File: src/rtl/ras_ckpt.sv
// rtl/ras_ckpt.sv - return address stack with checkpoint/restore of pointer and count
//
// Purpose:
//    Circular return-address stack for branch prediction. A call pushes a
//    return target and a return pops it. The top pointer and the valid count
//    are exported so that branch checkpoint logic can capture them. After a
//    mispredict, restore_valid rewinds both values in a single cycle. Entries
//    are not rolled back on restore; only the pointer and count move.
//
// Ports:
//    CLK              in   clock, all state updates on the rising edge
//    RST              in   synchronous active-high reset
//    push_valid       in   push push_target (call)
//    push_target      in   return target to push
//    pop_valid        in   pop the top entry (return)
//    pop_target       out  current top-of-stack entry (combinational read)
//    pop_empty        out  high when count == 0
//    ras_index        out  current top pointer
//    ras_count        out  current valid-entry count
//    restore_valid    in   restore pointer/count, has priority over push/pop
//    restore_index    in   pointer to restore (clamped to RAS_ENTRIES-1)
//    restore_count    in   count to restore (clamped to RAS_ENTRIES)
//    overflow_pulse   out  previous cycle's push overwrote the oldest entry
//    underflow_pulse  out  previous cycle's pop happened at count 0
module ras_ckpt #(
   parameter int RAS_ENTRIES      = 8,
   parameter int RAS_TARGET_WIDTH = 31,
   localparam int IW = $clog2(RAS_ENTRIES),
   localparam int CW = $clog2(RAS_ENTRIES + 1)
) (
   input  logic                        CLK,
   input  logic                        RST,
   input  logic                        push_valid,
   input  logic [RAS_TARGET_WIDTH-1:0] push_target,
   input  logic                        pop_valid,
   output logic [RAS_TARGET_WIDTH-1:0] pop_target,
   output logic                        pop_empty,
   output logic [IW-1:0]               ras_index,
   output logic [CW-1:0]               ras_count,
   input  logic                        restore_valid,
   input  logic [IW-1:0]               restore_index,
   input  logic [CW-1:0]               restore_count,
   output logic                        overflow_pulse,
   output logic                        underflow_pulse
);

   localparam logic [IW-1:0] LAST = IW'(RAS_ENTRIES - 1);
   localparam logic [CW-1:0] FULL = CW'(RAS_ENTRIES);

   logic [RAS_TARGET_WIDTH-1:0] r_entries [RAS_ENTRIES];
   logic [IW-1:0]               r_ptr;
   logic [CW-1:0]               r_count;
   logic                        r_ovf;
   logic                        r_unf;

   logic [IW-1:0] w_inc;
   logic [IW-1:0] w_dec;
   logic [IW-1:0] w_ptr_nxt;
   logic [CW-1:0] w_cnt_nxt;
   logic          w_wr_en;
   logic [IW-1:0] w_wr_idx;
   logic          w_ovf_nxt;
   logic          w_unf_nxt;

   // Explicit wrap at RAS_ENTRIES so non-power-of-two depths never address past the array
   assign w_inc = (r_ptr == LAST) ? '0 : r_ptr + IW'(1);
   assign w_dec = (r_ptr == '0) ? LAST : r_ptr - IW'(1);

   always_comb begin
      w_ptr_nxt = r_ptr;
      w_cnt_nxt = r_count;
      w_wr_en   = 1'b0;
      w_wr_idx  = r_ptr;
      w_ovf_nxt = 1'b0;
      w_unf_nxt = 1'b0;
      if (restore_valid) begin
         w_ptr_nxt = (restore_index > LAST) ? LAST : restore_index;
         w_cnt_nxt = (restore_count > FULL) ? FULL : restore_count;
      end else if (push_valid && pop_valid) begin
         // Return-then-call: the popped slot is reused in place for the new target
         w_wr_en  = 1'b1;
         w_wr_idx = r_ptr;
         if (r_count == '0) begin
            w_cnt_nxt = CW'(1);
         end
      end else if (push_valid) begin
         w_ptr_nxt = w_inc;
         w_wr_en   = 1'b1;
         w_wr_idx  = w_inc;
         if (r_count == FULL) begin
            w_ovf_nxt = 1'b1;
         end else begin
            w_cnt_nxt = r_count + CW'(1);
         end
      end else if (pop_valid) begin
         // The pointer moves even when empty so a later push realigns with the caller
         w_ptr_nxt = w_dec;
         if (r_count == '0) begin
            w_unf_nxt = 1'b1;
         end else begin
            w_cnt_nxt = r_count - CW'(1);
         end
      end
   end

   always_ff @(posedge CLK) begin
      if (RST) begin
         r_ptr   <= LAST;
         r_count <= '0;
         r_ovf   <= 1'b0;
         r_unf   <= 1'b0;
         for (int i = 0; i < RAS_ENTRIES; i++) begin
            r_entries[i] <= '0;
         end
      end else begin
         r_ptr   <= w_ptr_nxt;
         r_count <= w_cnt_nxt;
         r_ovf   <= w_ovf_nxt;
         r_unf   <= w_unf_nxt;
         if (w_wr_en) begin
            r_entries[w_wr_idx] <= push_target;
         end
      end
   end

   assign pop_target      = r_entries[r_ptr];
   assign pop_empty       = (r_count == '0);
   assign ras_index       = r_ptr;
   assign ras_count       = r_count;
   assign overflow_pulse  = r_ovf;
   assign underflow_pulse = r_unf;

endmodule

File: config.mk
export PLATFORM = sky130hd
export DESIGN_NAME = ras_ckpt
export DESIGN_NICKNAME = d
export VERILOG_FILES = /design/src/rtl/ras_ckpt.sv
export SDC_FILE = /design/constraint.sdc
export NUM_CORES = 1
export LEC_CHECK = 0
export ABC_AREA = 1
export ABC_CLOCK_PERIOD_IN_PS = 4700
export BUFFER_PORTS_ARGS = -buffer_cell sky130_fd_sc_hd__clkbuf_2
export CORE_MARGIN = 3
export CORE_UTILIZATION = 57
export CTS_CLUSTER_SIZE = 16
export DETAILED_ROUTE_END_ITERATION = 12
export HOLD_SLACK_MARGIN = 0.12
export PLACE_DENSITY = 0.76
export SLEW_MARGIN = 20
export SYNTH_ARGS = -nofsm -noshare
export SYNTH_HDL_FRONTEND = slang
export SYNTH_SLANG_ARGS = --single-unit
File: constraint.sdc
create_clock -name CLK -period 4.7 [get_ports CLK]
set_input_delay 0 -clock CLK [delete_from_list [all_inputs] [get_ports CLK]]
set_output_delay 0 -clock CLK [all_outputs]
set_load 0.005 [all_outputs]
==> results.json <==
{
  "ys_ff_latch": 260,
  "min_path_type": "in2reg",
  "cts_resized": 0,
  "antenna_found_initial": 0,
  "grt_max_degree": 125,
  "synth_edf_count": 248,
  "syn2layout_area_growth_pct": 14.7,
  "die-area_mm2": 0.0228,
  "drc_errors": 0,
  "clockBufferDepth": 3,
  "slew_headroom_pct": 29.4,
  "grt_pass1_vias": 8525,
  "hold_viol": 0,
  "fin_crit_sh_pct": 77.0,
  "synth_flop_cell": "edfxtp_1",
  "die_w_um": 151,
  "cp-end-kind": "flop",
  "start_util_pct": 58.5,
  "fin_cells": 1483,
  "fmax_ghz": 0.276,
  "nFillCells": 1604,
  "netlist_area_mm2": 0.0120,
  "yosysWarnings": 0,
  "clock_sinks": 260,
  "finalCriticalPeriod_ns": 3.62,
  "critPathMaxStageDelay_ns": 0.69,
  "track_usage_pct": 23.8,
  "setup_slack_ns": 1.08,
  "async_flop_share_pct": 0,
  "fin_skew_ns": 0.0126,
  "antenna_left": 0,
  "rsz0062_at_grt": "no",
  "slowest_stage": "nand2_1",
  "grt_pass1_wl_um": 43300,
  "pwr_density_cell_mw_per_mm2": 393,
  "h-tree-depth": 1,
  "grt.met3_usage_pct": 3.47,
  "dp.cells": 1387,
  "wl_per_cell_um": 18.3,
  "die_height_um": 151,
  "status": "completed",
  "pre_cts_ws_ns": 1.14,
  "crit_chain": "inv_1 -> ha_1 -> o21ai_2 -> nand2_2 -> inv_2 -> nand2_2 -> nand2_1 -> buf_4",
  "final_nets": 1242,
  "syn_inst": 1091,
  "cp_data_arrival_time_ns": 3.84,
  "clk_pin_slew_worst_paths_ns": 0.06,
  "syn-num-nets": 1141,
  "grt-ovfl-total": 0,
  "place.port_buffers": 83,
  "use_met2_pct": 40.4,
  "detail_route.iter0.violations": 718,
  "num_rows": 52,
  "cts_tree": "built",
  "cts_made_buffers": 27,
  "peakVddDrop_v": 0.000314,
  "first_pass_iters": 6,
  "diodes": 0,
  "finalSetupTns_ns": 0,
  "drt-vias-per-instance": 5.72,
  "io_pins": 84,
  "fin_hold_ws_ns": 0.175,
  "dp.final_hpwl_um": 15700,
  "synth_cell_types": 32,
  "cp_max_fo": 33,
  "gp_congestion": 0.925,
  "p_leak_uw": 0.00575,
  "critPathRequiredTime_ns": 4.92,
  "clk_latency_ns": 0.53,
  "path_class": "reg2reg",
  "drv_cap": 0,
  "core_mm2": 0.0204,
  "grt_busiest_layer": "met2",
  "crit_top_cell": "nand2_2",
  "syn_area_per_cell_um2": 11.0,
  "finalSetupViolCount": 0,
  "root_buffer": "clkbuf_16",
  "crit_path_start_kind": "flop",
  "worstMarginPinSlew_ns": 1.05,
  "slew_violations": 0,
  "vias": 8488,
  "p_total_uw": 5400,
  "ys_seq_area_share_pct": 64.3,
  "layout-drive-gt1-share_pct": 14.3,
  "wl_um": 27100,
  "use_met1_pct": 31.9
}
-- flip-flops by register name (all words and copies together), names as in the netlist, named ones only --
register         count
ras_count            4
ras_index            3
overflow_pulse       1
r_entries          248
underflow_pulse      1
-- power breakdown --
group          total (uW)  switching [uW]  internal (uW)  leakage [uW]
combinational         723             461            261       0.00271
sequential           2710            66.2           2640       0.00266
clock                1960             849           1110      0.000392
-- layout make-up --
cell class | count | area [um2] | share of cell area, %
inverters | 55 | 206 | 1.51
multi-input cells | 705 | 3670 | 26.8
repair buffers | 143 | 998 | 7.28
clock inverters | 16 | 106 | 0.775
well taps | 270 | 338 | 2.46
flip-flops and latches | 260 | 7690 | 56.1
clock buffers | 34 | 702 | 5.12
-- repair_timing --
| item | in CTS | in global routing |
|---|---|---|
| endpoints found under the hold margin | 260 | 0 |
| hold buffers | 45 | 0 |
| endpoints found under the setup margin | 0 | 0 |
| setup buffers | 0 | 0 |
-- worst max-delay path, delay by kind of cell (launching register included) --
family	cells	cell delay (ns)
AO/OA/AOI/OAI	1	0.25
adder cells (fa/ha/maj)	1	0.37
flip-flops	1	0.44
AND/OR/NAND/NOR	3	1.55
buffers and inverters	3	0.68
-- layer usage --
layer / up-vias / wire (um) / share of wire, %
met5: - / 0 / 0
met2: 338 / 13600 / 50
li1: 3992 / - / -
met3: 50 / 1660 / 6.1
met1: 4108 / 11300 / 42
met4: 0 / 581 / 2.1
-- layout by cell type, fill, tap and decap left out, types with 27 or more instances in the layout --
cell	count
dlygate4sd3_1	45
clkbuf_16	27
nand2_1	133
clkbuf_2	83
edfxtp_1	248
o21ai_0	71
o22ai_1	62
nor2_1	264
mux2i_1	62
inv_1	49
nor3_1	53
-- synthesized netlist by cell type (5+ instances only) --
cell type | n | area share [%]
buf_2 | 20 | 0.84
buf_6 | 15 | 1.4
clkbuf_1 | 31 | 0.97
dfxtp_1 | 12 | 2.0
edfxtp_1 | 248 | 62
ha_1 | 6 | 0.63
inv_1 | 49 | 1.5
inv_2 | 6 | 0.19
mux2i_1 | 62 | 5.2
nand2_1 | 133 | 4.2
nand2_2 | 9 | 0.47
nand3_1 | 11 | 0.46
nor2_1 | 264 | 8.3
nor2_4 | 5 | 0.47
nor3_1 | 53 | 2.2
nor3_2 | 10 | 0.84
o21ai_0 | 73 | 3.1
o22ai_1 | 62 | 3.2
-- stage by stage --
step	util, %	instance area, um2
floorplan	-	12000
global placement	60.8	12400
CTS	67.0	13700
global route	67.1	13700
detailed placement	60.8	12400
finish	67.1	13700
-- kinds of logic (layout without fill, tap and decap cells) --
kind of cell	count (synthesis)	count (layout)	synth area share (%)
buffers and inverters	126	248	5.23
muxes	62	62	5.19
DFF	260	260	64.3
AOI/OAI and AO/OA	143	143	6.81
and+or+nand+nor	492	492	17.6
xor gates and xnor gates	1	1	0.0732
adders and majority gates	7	7	0.795
-- final timing paths --
kind                        startpoint                        endpoint  slack, ns  cells past startpoint
max          ras_index[0]$_SDFFE_PP1P_  r_entries[4][26]$_SDFFCE_PN0P_       1.08                      8
min                         push_valid       ras_count[1]$_SDFFE_PP0P_       0.17                      5
max reg2reg  ras_index[0]$_SDFFE_PP1P_  r_entries[4][26]$_SDFFCE_PN0P_       1.08                      8
min reg2reg  ras_index[0]$_SDFFE_PP1P_                            flop       0.62                      2
No activity file was read; power rests on OpenSTA's default activity.
